File: src/rtl/tune_trigger.sv
// Request front-end for the piezo tune player: debounced button plus tour-done
// pulses become single-cycle go strobes, with one coalesced replay during a tune.
module tune_trigger #(
  parameter bit          FAST_SIM = 1'b1,
  parameter int unsigned DEB_CYC  = FAST_SIM ? 16 : 65536,
  parameter int unsigned LOCK_CYC = FAST_SIM ? 4194320 : 67108880
) (
  input  logic       clk,
  input  logic       rst_n,
  input  logic       btn,
  input  logic       tour_done,
  output logic       go,
  output logic       busy,
  output logic       pending,
  output logic [3:0] drop_cnt
);

  localparam int unsigned DEB_W  = $clog2(DEB_CYC);
  localparam int unsigned LOCK_W = 27;

  typedef enum logic [1:0] {
    IDLE = 2'd0,
    FIRE = 2'd1,
    LOCK = 2'd2
  } state_t;

  state_t              state;
  logic                btn_m;
  logic                btn_s;
  logic                btn_db;
  logic                btn_db_q;
  logic [DEB_W-1:0]    deb_cnt;
  logic [LOCK_W-1:0]   lock_cnt;
  logic                req;

  always_ff @(posedge clk) begin
    if (!rst_n) begin
      btn_m <= 1'b0;
      btn_s <= 1'b0;
    end else begin
      btn_m <= btn;
      btn_s <= btn_m;
    end
  end

  // btn_db follows btn_s only after DEB_CYC consecutive differing samples
  always_ff @(posedge clk) begin
    if (!rst_n) begin
      btn_db   <= 1'b0;
      btn_db_q <= 1'b0;
      deb_cnt  <= '0;
    end else begin
      btn_db_q <= btn_db;
      if (btn_s == btn_db) begin
        deb_cnt <= '0;
      end else if (deb_cnt == DEB_W'(DEB_CYC - 1)) begin
        btn_db  <= btn_s;
        deb_cnt <= '0;
      end else begin
        deb_cnt <= deb_cnt + 1'b1;
      end
    end
  end

  assign req  = (btn_db & ~btn_db_q) | tour_done;
  assign busy = (state != IDLE);

  always_ff @(posedge clk) begin
    if (!rst_n) begin
      state    <= IDLE;
      go       <= 1'b0;
      pending  <= 1'b0;
      drop_cnt <= '0;
      lock_cnt <= '0;
    end else begin
      case (state)
        IDLE: begin
          go <= 1'b0;
          if (req) state <= FIRE;
        end
        FIRE: begin
          go       <= 1'b1;
          lock_cnt <= LOCK_W'(LOCK_CYC - 1);
          state    <= LOCK;
          if (req) begin
            if (!pending)                pending  <= 1'b1;
            else if (drop_cnt != 4'hF)   drop_cnt <= drop_cnt + 4'd1;
          end
        end
        LOCK: begin
          go <= 1'b0;
          // a request landing on the final lockout cycle refires directly
          if (lock_cnt == '0) begin
            if (pending || req) begin
              pending <= 1'b0;
              state   <= FIRE;
            end else begin
              state <= IDLE;
            end
          end else begin
            lock_cnt <= lock_cnt - 1'b1;
            if (req) begin
              if (!pending)              pending  <= 1'b1;
              else if (drop_cnt != 4'hF) drop_cnt <= drop_cnt + 4'd1;
            end
          end
        end
        default: begin
          go    <= 1'b0;
          state <= IDLE;
        end
      endcase
    end
  end

endmodule

File: config.mk
export PLATFORM = sky130hd
export DESIGN_NAME = tune_trigger
export DESIGN_NICKNAME = d
export VERILOG_FILES = /design/src/rtl/tune_trigger.sv
export SDC_FILE = /design/constraint.sdc
export NUM_CORES = 1
export LEC_CHECK = 0
export ABC_AREA = 1
export CAP_MARGIN = 30
export CORE_MARGIN = 8
export CORE_UTILIZATION = 54
export DETAILED_ROUTE_END_ITERATION = 10
export PLACE_DENSITY = 0.75
export SYNTH_ARGS = -nofsm -noshare
export SYNTH_HDL_FRONTEND = slang
export SYNTH_SLANG_ARGS = --single-unit
File: constraint.sdc
create_clock -name clk -period 1.65 [get_ports clk]
set_input_delay 0.495 -clock clk [delete_from_list [all_inputs] [get_ports clk]]
set_output_delay 0.495 -clock clk [all_outputs]
set_load 0.03 [all_outputs]
==> results.md <==
- For this configuration, the core starts out at a cell density of 0.558.
- In this run the remaining antenna-violating nets after routing total 0.
- In this run the standard cell core region covers 0.00435 sq mm.
- In the layout the commonest cells are sky130_fd_sc_hd__nand2_1, sky130_fd_sc_hd__nor2_1, sky130_fd_sc_hd__buf_4.
- The required time of the critical path is 1.89 ns.
- The antenna diode instance count is 0.
- In this run the vertical extent of the chip is between 80 and 90 microns.
- The number of rows in the core area is 24.
- TritonCTS built the clock tree.
- In this design, the critical path's most frequently occurring cell is sky130_fd_sc_hd__nor2_4.
- The number of different library cells used by synthesis comes to 27.
- Leaving out fill and tap cells, the most frequent cell in the layout is sky130_fd_sc_hd__nand2_1.
- In the final routed layout, each cell accounts on average for 13.6 microns.
- The count of endpoints failing hold in the final timing report is 0.
- The remaining routing DRC violations is 0.
- The root buffer cell is sky130_fd_sc_hd__clkbuf_8.
- The sort of element at the start of the critical path is a flip-flop.
- The die span in x is 83.1 microns.
- The count of mapped cells out of synthesis is between 300 and 400.
- The H-tree was split into 2 levels.
- Of the total power, the share spent switching nets is 0.418.
- The final-stage net count is 432.
- The setup path with the least slack is of type reg2reg.
- The I/O pin count is 11.
- The leftover overflow at the end of global routing is 0.
- In this run the power spent charging and discharging nets is 0.00157 W.
- In this run the worst path has a maximum fanout of 5.
- STA puts the critical path data arrival time at around 1.9 ns.
- The smallest clock period supported by the final layout is computed as 1.68 ns.
- The largest voltage drop on the vdd net is 0.000703 V.
- The share of the clock period used by the worst path is 1.02.
- For the pin with the worst max-slew slack, the measured transition is slightly above 0.3 ns.
- The clock-pin slew of the registers on the worst-case setup and hold paths is 0.09 ns.
- The final route contains 2550 vias.
- The flow ran to the end, but the final reports show violations.
- The source-to-sink clock delay at the later pin of the worst-skew pair is 0.31 ns.
- The number of antenna violations at the first check in global routing is 0.
- Of the cells placed in the final design, the portion with a size suffix greater than 1 is 0.310.
- In this run, the number of DRC markers left after iteration 0 of detailed routing was 143.
- The share of power burned in registers is 0.314.
- The global placement routability congestion is just over 0.9.
- The clock passes through at most 2 buffers.
- The internal power of the cells totals 0.00219 W.
- For this run, the share of the core covered by cells in the final layout is 0.735.
- After detailed routing, the number of vias per cell comes to 5.33.
- Buffers placed on the I/O ports in this run total 10.
- For this run, the total global-route usage over all layers was measured as 0.169.
- The worst setup path is captured at a flip-flop.
- Of the total power, the clock network draws 0.195.
- Summed over all layers, the routed wires come to 6510 microns.
- Among cell families on the critical path, the largest total delay comes from simple AND/OR/NAND/NOR gates.
- The checks that failed: negative setup slack.
- Setup repair after global routing could not meet its margin everywhere.
- Counting the fill cells in the layout gives roughly 340.
- The number of nets produced by synthesis is 376.
- The class of the tightest hold or removal check is reg2reg.
- The count of hold buffers inserted by post-cts repair is 0.
- Across the run, the number of max-cap violations was 0.
- The count of pins over their slew limit is 0.
- The final setup skew is 0.00845 ns.
- The first detailed-routing pass took 4 iterations.
- Walking the worst path, the cells encountered are nor2_2 -> nand2_1 -> nor2_4 -> nand2_4 -> nor2_4 -> nor2_4 -> nor2_4 -> clkbuf_16 -> nand2_1 -> a21oi_1.
- The largest single stage delay on the critical path is roughly 0.33 ns.
- The synthesized flop and latch total is 43.
- Hold is met by 0.427 ns.
- Counting the buffers created by CTS gives 5.
- The worst relative slew slack is 0.793.
- The placed wire-length estimate after detailed placement is 4320 microns.
- The average cell area after synthesis is about 6.6 sq um.
- The synthesized area is around 0.0024 sq mm.
- The wire length of the first global-routing pass is 9980 microns.
- The maximum achievable frequency is 0.594 GHz.
- The share of the Yosys chip area taken by registers is 0.354.
- The die covers ~0.0069 sq mm.
- Power spread over the standard cell area amounts to between 1000 and 1500 mW/mm^2.
- The leakage power is 1.50 nW.
- The clock sink total is 43.
- Entering global routing, the biggest net connects 21 pins.
- The critical-path cell with the highest stage delay is sky130_fd_sc_hd__dfxtp_1.
- The combinational fraction of design power is 0.491.
- Setup violations remaining at the end of the flow were counted as 9.
- The relative area change from synthesis to final layout is 31.8%.
- The number of buffers and inverters on the critical path is 1.
- The final critical-path setup slack is -0.0328 ns.
- The via count of the first global-routing pass is 2290.
- The count of yosys warnings during synthesis is 0.
## routing by layer
metal	track usage	up-vias	part of all wire
met5	0	-	0
li1	-	1283	-
met1	0.195	1181	0.42
met3	0.0381	16	0.047
met4	0.0719	0	0.020
met2	0.291	70	0.51
## stage by stage
step	power (W)	setup WS [ns]	cells	TNS (ns)	area, sq um
after floorplan	0.00225	0.0521	369	0	2430
after global placement	0.00267	-0.118	463	-0.438	2850
after detailed placement	0.00270	-0.134	463	-0.571	2850
after CTS	0.00346	0.0198	471	0	2970
after global routing	0.00398	-0.121	478	-1.87	3200
final	0.00376	-0.0328	478	-0.171	3200
## layout make-up
class	instances	area [sq um]	area share
Multi-Input combinational cell	280	1530	0.476
Sequential cell	43	872	0.272
Timing Repair Buffer	59	509	0.159
Inverter	36	135	0.0422
Clock buffer	5	68.8	0.0215
Tap cell	52	65.1	0.0203
Clock inverter	3	26.3	0.00821
## cells in the mapped netlist (all sizes together)
| cell | number | area share |
|---|---|---|
| or2 | 3 | 0.0077 |
| nor2 | 75 | 0.14 |
| xnor2 | 2 | 0.0072 |
| a21oi | 32 | 0.077 |
| nor4 | 1 | 0.0026 |
| nand4 | 6 | 0.015 |
| clkbuf | 5 | 0.0077 |
| inv | 36 | 0.056 |
| ha | 3 | 0.015 |
| dfxtp | 43 | 0.35 |
| nand2 | 106 | 0.17 |
| nor3 | 4 | 0.0082 |
| xor2 | 9 | 0.032 |
| o21ai | 13 | 0.028 |
| nand3 | 25 | 0.054 |
| a31oi | 1 | 0.0026 |
| buf | 5 | 0.019 |
## what timing repair did
action                                 CTS  global route
setup endpoints to repair               13            31
resized for setup                       12            48
buffers inserted                         0             4
cloned                                   0             3
endpoints found under the hold margin    0             0
pin swaps                                1            22
## registers in the layout, indices dropped and copies added, names as in the netlist
name,count
btn_db,1
btn_db_q,1
btn_m,1
btn_s,1
deb_cnt,4
drop_cnt,4
go,1
lock_cnt,27
pending,1
state,2
## worst min-delay path: stages (launching register included)
cell	delay [ns]
sky130_fd_sc_hd__dfxtp_1	0.31
sky130_fd_sc_hd__nand2_1	0.05
sky130_fd_sc_hd__inv_1	0.03
## power by group through the flow
stage | Sequential (W) | Combinational (W) | Clock (W)
finish | 0.00118 | 0.00184 | 0.000734
global route | 0.00119 | 0.00202 | 0.000779
CTS | 0.00117 | 0.00155 | 0.000749
global placement | 0.00119 | 0.00149 | 0
detailed placement | 0.00119 | 0.00151 | 0
floorplan | 0.00119 | 0.00106 | 0
## cell families after synthesis
kind of cell    count (synthesis)  share of synthesized area
simple gates                  220                      0.400
compound gates                 46                      0.108
buf+inv                        46                     0.0824
flops                          43                      0.354
xor+xnor                       11                     0.0397
fa+ha+maj                       3                     0.0155
## worst paths after layout
kind	startpoint	to	slack, ns	cells past startpoint
hold reg to reg	btn_m	btn_s	0.43	2
setup / recovery	lock_cnt[14]	lock_cnt[22]	-0.03	10
hold / removal	btn_m	btn_s	0.43	2
setup reg to reg	lock_cnt[14]	lock_cnt[22]	-0.03	10
Note: power is estimated with default switching activity, not from simulation.
